$ cat config.mk
export PLATFORM = sky130hd
export DESIGN_NAME = axi_lite_cmd_master_flat
export DESIGN_NICKNAME = d
export VERILOG_FILES = /design/src/rtl/axi_lite_pkg.sv /design/src/rtl/axi_lite_cmd_master_if.sv /design/src/rtl/axi_lite_cmd_master.sv /design/src/flat_wrapper.sv
export SDC_FILE = /design/constraint.sdc
export NUM_CORES = 1
export LEC_CHECK = 0
export ABC_CLOCK_PERIOD_IN_PS = 2050
export BUFFER_PORTS_ARGS = -buffer_cell sky130_fd_sc_hd__buf_2
export CAP_MARGIN = 5
export CORE_UTILIZATION = 45
export DETAILED_ROUTE_END_ITERATION = 8
export GPL_TIMING_DRIVEN = 0
export PLACE_DENSITY = 0.86
export SLEW_MARGIN = 25
export SYNTH_ARGS = -nofsm -noshare
export SYNTH_HDL_FRONTEND = slang
export SYNTH_SLANG_ARGS = --single-unit
$ cat constraint.sdc
create_clock -name clk -period 2.05 [get_ports clk]
set_input_delay 0.205 -clock clk [delete_from_list [all_inputs] [get_ports clk]]
set_output_delay 0.205 -clock clk [all_outputs]
set_load 0.005 [all_outputs]
$ cat src/rtl/axi_lite_pkg.sv
// rtl/axi_lite_pkg.sv - shared AXI-Lite response codes and master state type
package axi_lite_pkg;

   localparam logic [1:0] RSP_OKAY   = 2'b00;
   localparam logic [1:0] RSP_EXOKAY = 2'b01;
   localparam logic [1:0] RSP_SLVERR = 2'b10;
   localparam logic [1:0] RSP_DECERR = 2'b11;

   typedef enum logic [2:0] {
      ST_IDLE,
      ST_WRITE,
      ST_WR_RESP,
      ST_READ,
      ST_RD_RESP,
      ST_RSP,
      ST_DRAIN
   } master_state_e;

endpackage

$ cat src/rtl/axi_lite_cmd_master_if.sv
// rtl/axi_lite_cmd_master_if.sv - AXI-Lite bus bundle with master/slave views
interface axi_lite_cmd_master_if #(
   parameter int ADDR_WIDTH = 32,
   parameter int DATA_WIDTH = 32
);
   logic                      awvalid;
   logic                      awready;
   logic [ADDR_WIDTH-1:0]     awaddr;
   logic [2:0]                awprot;
   logic                      wvalid;
   logic                      wready;
   logic [DATA_WIDTH-1:0]     wdata;
   logic [DATA_WIDTH/8-1:0]   wstrb;
   logic                      bvalid;
   logic                      bready;
   logic [1:0]                bresp;
   logic                      arvalid;
   logic                      arready;
   logic [ADDR_WIDTH-1:0]     araddr;
   logic [2:0]                arprot;
   logic                      rvalid;
   logic                      rready;
   logic [DATA_WIDTH-1:0]     rdata;
   logic [1:0]                rresp;

   modport master (
      output awvalid, awaddr, awprot, wvalid, wdata, wstrb, bready,
             arvalid, araddr, arprot, rready,
      input  awready, wready, bvalid, bresp, arready, rvalid, rdata, rresp
   );

   modport slave (
      input  awvalid, awaddr, awprot, wvalid, wdata, wstrb, bready,
             arvalid, araddr, arprot, rready,
      output awready, wready, bvalid, bresp, arready, rvalid, rdata, rresp
   );
endinterface

$ cat src/rtl/axi_lite_cmd_master.sv
// rtl/axi_lite_cmd_master.sv - command stream to single AXI-Lite transaction bridge
module axi_lite_cmd_master
   import axi_lite_pkg::*;
#(
   parameter int ADDR_WIDTH = 32,
   parameter int DATA_WIDTH = 32,
   parameter int TIMEOUT    = 256
) (
   input  logic                      clk,
   input  logic                      reset,
   input  logic                      cmd_valid,
   output logic                      cmd_ready,
   input  logic                      cmd_write,
   input  logic [ADDR_WIDTH-1:0]     cmd_addr,
   input  logic [DATA_WIDTH-1:0]     cmd_wdata,
   input  logic [DATA_WIDTH/8-1:0]   cmd_wstrb,
   output logic                      rsp_valid,
   input  logic                      rsp_ready,
   output logic [DATA_WIDTH-1:0]     rsp_rdata,
   output logic [1:0]                rsp_resp,
   output logic                      rsp_timeout,
   axi_lite_cmd_master_if.master     m_axi
);

   localparam int STRB_W = DATA_WIDTH / 8;
   localparam int CNT_W  = (TIMEOUT > 1) ? $clog2(TIMEOUT) : 1;
   localparam logic [CNT_W-1:0] CNT_LAST = CNT_W'((TIMEOUT > 0) ? TIMEOUT - 1 : 0);

   master_state_e           state_q, state_d;
   logic                    write_q, write_d;
   logic [ADDR_WIDTH-1:0]   addr_q, addr_d;
   logic [DATA_WIDTH-1:0]   wdata_q, wdata_d;
   logic [STRB_W-1:0]       wstrb_q, wstrb_d;
   logic                    aw_done_q, aw_done_d;
   logic                    w_done_q, w_done_d;
   logic [CNT_W-1:0]        cnt_q, cnt_d;
   logic [DATA_WIDTH-1:0]   rdata_q, rdata_d;
   logic [1:0]              resp_q, resp_d;
   logic                    timeout_q, timeout_d;
   logic                    expired;

   assign expired = (TIMEOUT > 0) && (cnt_q == CNT_LAST);

   assign m_axi.awaddr = addr_q;
   assign m_axi.awprot = 3'b000;
   assign m_axi.wdata  = wdata_q;
   assign m_axi.wstrb  = wstrb_q;
   assign m_axi.araddr = addr_q;
   assign m_axi.arprot = 3'b000;

   assign rsp_rdata   = rdata_q;
   assign rsp_resp    = resp_q;
   assign rsp_timeout = timeout_q;

   always_ff @(posedge clk) begin
      if (reset) begin
         state_q   <= ST_IDLE;
         write_q   <= 1'b0;
         addr_q    <= '0;
         wdata_q   <= '0;
         wstrb_q   <= '0;
         aw_done_q <= 1'b0;
         w_done_q  <= 1'b0;
         cnt_q     <= '0;
         rdata_q   <= '0;
         resp_q    <= RSP_OKAY;
         timeout_q <= 1'b0;
      end else begin
         state_q   <= state_d;
         write_q   <= write_d;
         addr_q    <= addr_d;
         wdata_q   <= wdata_d;
         wstrb_q   <= wstrb_d;
         aw_done_q <= aw_done_d;
         w_done_q  <= w_done_d;
         cnt_q     <= cnt_d;
         rdata_q   <= rdata_d;
         resp_q    <= resp_d;
         timeout_q <= timeout_d;
      end
   end

   always_comb begin
      state_d       = state_q;
      write_d       = write_q;
      addr_d        = addr_q;
      wdata_d       = wdata_q;
      wstrb_d       = wstrb_q;
      aw_done_d     = aw_done_q;
      w_done_d      = w_done_q;
      cnt_d         = cnt_q;
      rdata_d       = rdata_q;
      resp_d        = resp_q;
      timeout_d     = timeout_q;
      cmd_ready     = 1'b0;
      rsp_valid     = 1'b0;
      m_axi.awvalid = 1'b0;
      m_axi.wvalid  = 1'b0;
      m_axi.bready  = 1'b0;
      m_axi.arvalid = 1'b0;
      m_axi.rready  = 1'b0;

      case (state_q)
         ST_IDLE: begin
            cmd_ready = 1'b1;
            if (cmd_valid) begin
               write_d   = cmd_write;
               addr_d    = cmd_addr;
               wdata_d   = cmd_wdata;
               wstrb_d   = cmd_wstrb;
               aw_done_d = 1'b0;
               w_done_d  = 1'b0;
               timeout_d = 1'b0;
               state_d   = cmd_write ? ST_WRITE : ST_READ;
            end
         end
         ST_WRITE: begin
            // AW and W retire independently; each valid drops after its own handshake
            m_axi.awvalid = !aw_done_q;
            m_axi.wvalid  = !w_done_q;
            aw_done_d     = aw_done_q | m_axi.awready;
            w_done_d      = w_done_q | m_axi.wready;
            if (aw_done_d && w_done_d) begin
               cnt_d   = '0;
               state_d = ST_WR_RESP;
            end
         end
         ST_WR_RESP: begin
            m_axi.bready = 1'b1;
            cnt_d        = cnt_q + 1'b1;
            if (m_axi.bvalid) begin
               resp_d  = m_axi.bresp;
               rdata_d = '0;
               state_d = ST_RSP;
            end else if (expired) begin
               resp_d    = RSP_SLVERR;
               rdata_d   = '0;
               timeout_d = 1'b1;
               state_d   = ST_RSP;
            end
         end
         ST_READ: begin
            m_axi.arvalid = 1'b1;
            if (m_axi.arready) begin
               cnt_d   = '0;
               state_d = ST_RD_RESP;
            end
         end
         ST_RD_RESP: begin
            m_axi.rready = 1'b1;
            cnt_d        = cnt_q + 1'b1;
            if (m_axi.rvalid) begin
               resp_d  = m_axi.rresp;
               rdata_d = m_axi.rdata;
               state_d = ST_RSP;
            end else if (expired) begin
               resp_d    = RSP_SLVERR;
               rdata_d   = '0;
               timeout_d = 1'b1;
               state_d   = ST_RSP;
            end
         end
         ST_RSP: begin
            rsp_valid = 1'b1;
            if (rsp_ready) begin
               state_d = timeout_q ? ST_DRAIN : ST_IDLE;
            end
         end
         ST_DRAIN: begin
            // The slave still owes a B/R beat; swallow it before taking new work
            m_axi.bready = write_q;
            m_axi.rready = !write_q;
            if (write_q ? m_axi.bvalid : m_axi.rvalid) begin
               state_d = ST_IDLE;
            end
         end
         default: state_d = ST_IDLE;
      endcase

      if (reset) begin
         cmd_ready     = 1'b0;
         rsp_valid     = 1'b0;
         m_axi.awvalid = 1'b0;
         m_axi.wvalid  = 1'b0;
         m_axi.bready  = 1'b0;
         m_axi.arvalid = 1'b0;
         m_axi.rready  = 1'b0;
      end
   end

endmodule

$ cat src/flat_wrapper.sv
// flat-port wrapper written by rule: the top's interface ports become plain ports
module axi_lite_cmd_master_flat import axi_lite_pkg::*;
#(
   parameter int ADDR_WIDTH = 32,
   parameter int DATA_WIDTH = 32,
   parameter int TIMEOUT    = 256
)
  (clk, reset, cmd_valid, cmd_ready, cmd_write, cmd_addr, cmd_wdata, cmd_wstrb, rsp_valid, rsp_ready, rsp_rdata, rsp_resp, rsp_timeout, m_axi_awvalid, m_axi_awaddr, m_axi_awprot, m_axi_wvalid, m_axi_wdata, m_axi_wstrb, m_axi_bready, m_axi_arvalid, m_axi_araddr, m_axi_arprot, m_axi_rready, m_axi_awready, m_axi_wready, m_axi_bvalid, m_axi_bresp, m_axi_arready, m_axi_rvalid, m_axi_rdata, m_axi_rresp);
  axi_lite_cmd_master_if #(.ADDR_WIDTH(ADDR_WIDTH), .DATA_WIDTH(DATA_WIDTH)) m_axi_i ();
  input  logic clk;
  input  logic reset;
  input  logic cmd_valid;
  output logic cmd_ready;
  input  logic cmd_write;
  input  logic [ADDR_WIDTH-1:0] cmd_addr;
  input  logic [DATA_WIDTH-1:0] cmd_wdata;
  input  logic [DATA_WIDTH/8-1:0] cmd_wstrb;
  output logic rsp_valid;
  input  logic rsp_ready;
  output logic [DATA_WIDTH-1:0] rsp_rdata;
  output logic [1:0] rsp_resp;
  output logic rsp_timeout;
  output wire logic [$bits(m_axi_i.awvalid)-1:0] m_axi_awvalid;
  output wire logic [$bits(m_axi_i.awaddr)-1:0] m_axi_awaddr;
  output wire logic [$bits(m_axi_i.awprot)-1:0] m_axi_awprot;
  output wire logic [$bits(m_axi_i.wvalid)-1:0] m_axi_wvalid;
  output wire logic [$bits(m_axi_i.wdata)-1:0] m_axi_wdata;
  output wire logic [$bits(m_axi_i.wstrb)-1:0] m_axi_wstrb;
  output wire logic [$bits(m_axi_i.bready)-1:0] m_axi_bready;
  output wire logic [$bits(m_axi_i.arvalid)-1:0] m_axi_arvalid;
  output wire logic [$bits(m_axi_i.araddr)-1:0] m_axi_araddr;
  output wire logic [$bits(m_axi_i.arprot)-1:0] m_axi_arprot;
  output wire logic [$bits(m_axi_i.rready)-1:0] m_axi_rready;
  input wire logic [$bits(m_axi_i.awready)-1:0] m_axi_awready;
  input wire logic [$bits(m_axi_i.wready)-1:0] m_axi_wready;
  input wire logic [$bits(m_axi_i.bvalid)-1:0] m_axi_bvalid;
  input wire logic [$bits(m_axi_i.bresp)-1:0] m_axi_bresp;
  input wire logic [$bits(m_axi_i.arready)-1:0] m_axi_arready;
  input wire logic [$bits(m_axi_i.rvalid)-1:0] m_axi_rvalid;
  input wire logic [$bits(m_axi_i.rdata)-1:0] m_axi_rdata;
  input wire logic [$bits(m_axi_i.rresp)-1:0] m_axi_rresp;
  assign m_axi_awvalid = m_axi_i.awvalid;
  assign m_axi_awaddr = m_axi_i.awaddr;
  assign m_axi_awprot = m_axi_i.awprot;
  assign m_axi_wvalid = m_axi_i.wvalid;
  assign m_axi_wdata = m_axi_i.wdata;
  assign m_axi_wstrb = m_axi_i.wstrb;
  assign m_axi_bready = m_axi_i.bready;
  assign m_axi_arvalid = m_axi_i.arvalid;
  assign m_axi_araddr = m_axi_i.araddr;
  assign m_axi_arprot = m_axi_i.arprot;
  assign m_axi_rready = m_axi_i.rready;
  assign m_axi_i.awready = m_axi_awready;
  assign m_axi_i.wready = m_axi_wready;
  assign m_axi_i.bvalid = m_axi_bvalid;
  assign m_axi_i.bresp = m_axi_bresp;
  assign m_axi_i.arready = m_axi_arready;
  assign m_axi_i.rvalid = m_axi_rvalid;
  assign m_axi_i.rdata = m_axi_rdata;
  assign m_axi_i.rresp = m_axi_rresp;
  axi_lite_cmd_master #(.ADDR_WIDTH(ADDR_WIDTH), .DATA_WIDTH(DATA_WIDTH), .TIMEOUT(TIMEOUT)) u_core (.clk(clk), .reset(reset), .cmd_valid(cmd_valid), .cmd_ready(cmd_ready), .cmd_write(cmd_write), .cmd_addr(cmd_addr), .cmd_wdata(cmd_wdata), .cmd_wstrb(cmd_wstrb), .rsp_valid(rsp_valid), .rsp_ready(rsp_ready), .rsp_rdata(rsp_rdata), .rsp_resp(rsp_resp), .rsp_timeout(rsp_timeout), .m_axi(m_axi_i));
endmodule
==> flow_summary_export.csv, run 1 <==
group,metric,value,unit
synth,async_flop_share,0,%
routing,vias,5655,
finish,final_net_count,1050,
finish,post-route-util,76.5,%
sta,slew_headroom,58.0,%
clock_tree,cts_tree,"yes",
synth,synth-seq-area-share,48.8,%
floorplanning,die_h,105,um
global_routing,grt_pass1_vias,5640,
setup_path,crit_end,"m_axi_bready",
sta,report.final.slew_viol_count,0,
finish,final_cell_mix,"268 x buf_2, 149 x nand2_1, 116 x dfxtp_1, 103 x dlygate4sd3_1, 77 x a21oi_1",
setup_path,cp_data_arrival_time,1780,ps
synth,ys_warn_count,0,
finish,final_cells,1084,
routing,drt-initial-drc-count,389,
sta,layout_min_cycle_time,1990,ps
synth,synthDistinctLibCells,55,
global_routing,grt_pass1_wl,27600,um
clock_tree,cts_root_buf,"clkbuf_8",
synth,synthMuxAreaShare,1.46,%
clock_tree,cts.sinks,117,
synth,synth-edff-count,0,
setup_path,crit_path_start_kind,"flip-flop",
place,gp_congestion,0.897,
power,p_leak,3.81,nW
setup_path,required,1850,ps
setup_path,reg2regPathDepth,6,
floorplanning,start_util,46.5,%
floorplanning,coreArea,10300,sq um
routing,dr.pass1.iters,4,
synth,synth-compound-area-share,19.5,%
setup_path,crit-reg2reg-launch,"u_core.state_q[1]",
synth,synthFlopType,"dfxtp_1",
sta,hold_viol,0,
finish,multi_input_area,1980,sq um
clock_tree,cts_made_buffers,17,
finish,antenna_cells,0,
setup_path,critPathMaxFanout,10,
synth,synth_simple_gate_area_share,19.0,%
clock_tree,clk_latency,520,ps
sta,worst_pin_slew,630,ps
global_routing,grt_max_degree,20,
synth,synth_seq_cells,117,
global_routing,overflow,0,
power,power_density,1100,nW/um^2
sta,skew,14.0,ps
sta,finalCritPeriodShare,97.0,%
min_path,min_path_type,"in2reg",
synth,syn_area,4800,sq um
synth,syn_avg_cell_area,8.64,sq um
setup_path,critPathKind,"reg2out",
synth,synth_top_family_by_area,"compound AO/OA/AOI/OAI gates",
clock_tree,htree_levels,4,
routing,drc,0,
finish,fill_cells,643,
place,io_buffers,254,
floorplanning,die-area,11100,sq um
run,cap_violations,0,
floorplanning,die_w,105,um
sta,setup_viol,0,
routing,detail_route.wl_per_cell,16.5,um
synth,synth_cells,555,
outcome,status,"completed",
setup_path,end_kind,"primary output",
global_routing,globalRouteTotalUtil,31.6,%
power,ir_worst_vdd,0.000564,V
synth,synth_adder_area_share,0.261,%
sta,rsz0062_at_grt,"yes",
finish,drive_gt1_share,37.8,%
setup_path,timing.rr.end,"u_core.m_axi.wdata[10]",
min_path,hp-start,"m_axi_rresp[1]",
finish,area_growth_syn_to_layout,64.8,%
setup_path,startpoint,"u_core.state_q[2]",
setup_path,r2r_slack,170,ps
routing,ant_nets,0,
clock_tree,cts_setup_buffers,0,
place,place_inst,950,
floorplanning,rows,37,
place,place_hpwl,10500,um
clock_tree,cts_max_path_buffers,2,
sta,fmax,503,MHz
power,power,0.00871,W
routing,vias_per_cell,5.22,
routing,wl,17900,um
clock_tree,clkSlewWorstSetupHoldPaths,60,ps
finish,layout_commonest_cell,"buf_2",
finish,seq_area,2340,sq um
floorplanning,ioPinCount,262,
global_routing,antenna_found_initial,0,
synth,synthXorXnorAreaFrac,0.183,%
[how the worst min path moves through the flow]
stage	to	cells past startpoint	slack (ps)
global route	u_core.rsp_resp[1]	3	120
finish	u_core.rsp_resp[1]	3	90
detailed placement	u_core.rsp_rdata[11]	2	430
floorplan	u_core.rsp_rdata[0]	1	340
global placement	u_core.rsp_rdata[0]	2	420
CTS	u_core.rsp_resp[1]	3	90
[stage by stage]
stage	hold slack (ps)	TNS (ps)	worst slack, ps	area, sq um
finish	94.3	0	62.0	7900
global route	118	-26.9	-24.9	7900
CTS	85.2	0	13.0	7880
detailed placement	426	0	200	6260
global placement	420	0	224	6260
floorplan	338	0	552	4810
[critical path: stages (launching register included)]
cell	delay, ps
dfxtp_1	310
buf_6	130
buf_6	130
clkbuf_4	180
a2111oi_4	350
buf_2	170
[state kept, by name, indices dropped and copies added (netlist names)]
name and cells:
u_core.aw_done_q 1, u_core.cnt_q 8, u_core.m_axi.araddr 32, u_core.m_axi.wdata 32, u_core.m_axi.wstrb 4, u_core.rsp_rdata 32, u_core.rsp_resp 2, u_core.rsp_timeout 1
u_core.state_q 3, u_core.w_done_q 1, u_core.write_q 1
[kinds of logic (layout without fill, tap and decap cells)]
kind of cell	Yosys count	count (layout)
AND/OR/NAND/NOR	202	202
AO/OA/AOI/OAI	144	144
flip-flops	117	117
buffers and inverters	82	470
multiplexers	7	7
adder cells (fa/ha/maj)	1	1
other	1	6
XOR/XNOR	1	1
[power by group]
group / switching (W) / internal (W)
Clock: 0.00121 / 0.00179
Sequential: 0.000248 / 0.00264
Combinational: 0.00154 / 0.00128
Total: 0.00300 / 0.00571
[repair_timing]
action / CTS / global route
endpoints found under the hold margin: 103 / 0
gates cloned: 0 / 0
endpoints found under the setup margin: 2 / 3
hold buffers: 103 / 0
resized for setup: 1 / 5
pin swaps: 0 / 0
[cells in the mapped netlist (4+ instances only)]
cell type / instances / area (sq um)
a211oi_1: 6 / 45.0
a21oi_1: 77 / 385
a22o_1: 32 / 280
buf_2: 16 / 80.1
buf_4: 38 / 285
buf_6: 6 / 67.6
clkbuf_1: 17 / 63.8
dfxtp_1: 117 / 2340
inv_1: 5 / 18.8
mux2i_1: 7 / 70.1
nand2_1: 149 / 559
nand2b_1: 8 / 50.1
nand3_1: 5 / 25.0
nor2_1: 6 / 22.5
nor2b_1: 4 / 25.0
nor3_1: 6 / 30.0
o21ai_0: 6 / 30.0
[per-layer routing]
| layer | GRT usage [%] | vias to the layer above | wire length [um] |
|---|---|---|---|
| met5 | 0 | - | 0 |
| met2 | 56.5 | 303 | 9070 |
| met4 | 19.8 | 0 | 1050 |
| met3 | 10.4 | 94 | 1290 |
| li1 | - | 2627 | - |
| met1 | 31.5 | 2631 | 6470 |
[final cells by class]
class | instances | area share, %
clock buffer | 17 | 5.24
inverter | 5 | 0.237
buffer | 76 | 6.25
multi-input combinational | 361 | 25.0
sequential | 117 | 29.7
tap | 136 | 2.15
clock inverter | 15 | 2.30
timing repair buffer | 357 | 29.1
Note: power is estimated with default switching activity, not from simulation.
==> run 2, diff against run 1 <==
--- a/config.mk
+++ b/config.mk
@@ -6,7 +6,7 @@
 export NUM_CORES = 1
 export LEC_CHECK = 0
 export ABC_CLOCK_PERIOD_IN_PS = 2050
-export BUFFER_PORTS_ARGS = -buffer_cell sky130_fd_sc_hd__buf_2
+export BUFFER_PORTS_ARGS = -buffer_cell sky130_fd_sc_hd__buf_4
 export CAP_MARGIN = 5
 export CORE_UTILIZATION = 45
 export DETAILED_ROUTE_END_ITERATION = 8
==> run 2 against run 1 <==
Net effect: non-clock buffer count unchanged; via count increased by 2.8%; clock power increased by 2%; critical endpoint unchanged; largest cell class unchanged; fmax increased by 0.87%; clock-buffer cell count increased by 2; power increased by 5.5%; sequential power increased by 2%; global-route usage increased by 4.6 points; sequential share of layout area decreased by 2.3 points; critical path depth unchanged; final area increased by 8.4%.
==> flow_summary_export.csv, run 2 (synthesized netlist as in run 1, its figures left out) <==
group,metric,value,unit
routing,ant_nets,0,
place,dpl_cell_area,6890,sq um
min_path,hp-start,"rsp_ready",
global_routing,overflow,0,
floorplanning,die_h,105,um
floorplanning,start_util,46.5,%
finish,fill_cells,526,
setup_path,timing.rr.end,"u_core.m_axi.araddr[10]",
finish,area_growth_syn_to_layout,78.6,%
floorplanning,die_w,105,um
finish,final_cell_mix,"292 x buf_4, 149 x nand2_1, 116 x dfxtp_1, 103 x dlygate4sd3_1, 77 x a21oi_1",
sta,report.final.slew_viol_count,0,
run,cap_violations,0,
place,place_hpwl,11500,um
setup_path,r2r_slack,160,ps
clock_tree,cts_root_buf,"clkbuf_8",
routing,detail_route.wl_per_cell,18.7,um
power,power_density,1070,nW/um^2
sta,setup_viol,0,
global_routing,grt_pass1_vias,5981,
power,ir_worst_vdd,0.000674,V
clock_tree,cts.sinks,117,
routing,drt-initial-drc-count,451,
setup_path,cp_data_arrival_time,1770,ps
finish,final_cells,1085,
clock_tree,cts_tree,"yes",
routing,vias_per_cell,5.36,
setup_path,critPathMaxFanout,10,
finish,seq_area,2350,sq um
global_routing,globalRouteTotalUtil,36.2,%
global_routing,grt_max_degree,20,
setup_path,reg2regPathDepth,7,
clock_tree,htree_levels,4,
place,place_inst,950,
floorplanning,coreArea,10300,sq um
sta,finalCritPeriodShare,96.1,%
sta,skew,9.76,ps
clock_tree,cts_made_buffers,17,
sta,layout_min_cycle_time,1970,ps
finish,stdcell_area,8570,sq um
sta,fmax,507,MHz
clock_tree,cts_max_path_buffers,2,
floorplanning,die-area,11100,sq um
sta,slew_headroom,58.4,%
routing,dr.pass1.iters,5,
global_routing,grt_pass1_wl,31000,um
setup_path,crit_path_start_kind,"flip-flop",
routing,vias,5813,
clock_tree,clk_latency,510,ps
setup_path,end_kind,"primary output",
sta,worst_pin_slew,624,ps
finish,layout_commonest_cell,"buf_4",
finish,drive_gt1_share,37.8,%
sta,fin_setup_tns,0,ps
sta,setup_ws,79.2,ps
setup_path,required,1850,ps
floorplanning,rows,37,
sta,rsz0062_at_grt,"yes",
place,gp_congestion,0.902,
place,io_buffers,254,
place,dp_slack,218,ps
finish,multi_input_area,1980,sq um
min_path,min_to,"u_core.state_q[0]",
power,p_leak,3.92,nW
floorplanning,ioPinCount,262,
outcome,status,"completed",
min_path,holdPathStages,3,
routing,wl,20300,um
clock_tree,cts_setup_buffers,0,
setup_path,crit-reg2reg-launch,"u_core.state_q[2]",
finish,final_net_count,1050,
setup_path,critPathKind,"reg2out",
sta,hold_viol,0,
clock_tree,clkSlewWorstSetupHoldPaths,50,ps
power,power,0.00918,W
global_routing,antenna_found_initial,2,
routing,drc,0,
min_path,min_path_type,"in2reg",
## run 2: worst max-delay path: stages, from the launching register on
cell and delay (ps):
dfxtp_1 300, buf_6 130, buf_6 130, buf_2 180
a2111oi_4 350, buf_4 160
## run 2: through the flow
step / hold slack, ps / util, %
after floorplan: 338 / -
after CTS: 95.5 / 82.7
after global placement: 422 / 66.8
after global routing: 129 / 83.0
after detailed placement: 426 / 66.8
final: 125 / 83.0
## run 2: timing repair
action                     in CTS  in global routing
pin swaps                       0                  0
setup endpoints to repair       3                  5
hold endpoints to repair      103                  0
hold buffers                  103                  0
gates resized for setup         4                  6
## run 2: cell type report
cell class                 instances  share of cell area [%]
multi-input combinational        361                    23.1
buffer                            76                    5.78
sequential                       117                    27.4
inverter                           5                   0.219
timing repair buffer             357                    34.3
clock inverter                    12                    2.09
clock buffer                      19                    5.04
antenna                            2                  0.0584
tap                              136                    1.99
## run 2: metal layers
metal | wire length [um] | global-route usage, %
met3 | 1500 | 9.46
met1 | 7070 | 36.6
met5 | 0 | 0
met4 | 1030 | 22.7
met2 | 10700 | 66.0
## run 2: worst max path at each step
stage                 startpoint             endpoint  slack [ps]  depth (start not counted)
6_report       u_core.state_q[2]         m_axi_bready          80                          5
5_1_grt        u_core.state_q[2]            cmd_ready        -0.2                          5
4_1_cts        u_core.state_q[2]         m_axi_bready          40                          5
3_5_place_dp   u_core.state_q[2]      u_core.w_done_q         220                          7
3_3_place_gp   u_core.state_q[2]      u_core.w_done_q         250                          7
2_1_floorplan    u_core.cnt_q[0]  u_core.rsp_rdata[0]         550                          6
## run 2: report_power, final
group / total (W) / switching, W / leakage, nW / internal, W
combinational: 0.00317 / 0.00160 / 2.67 / 0.00157
clock: 0.00307 / 0.00107 / 0.290 / 0.00200
sequential: 0.00294 / 0.000297 / 0.953 / 0.00264
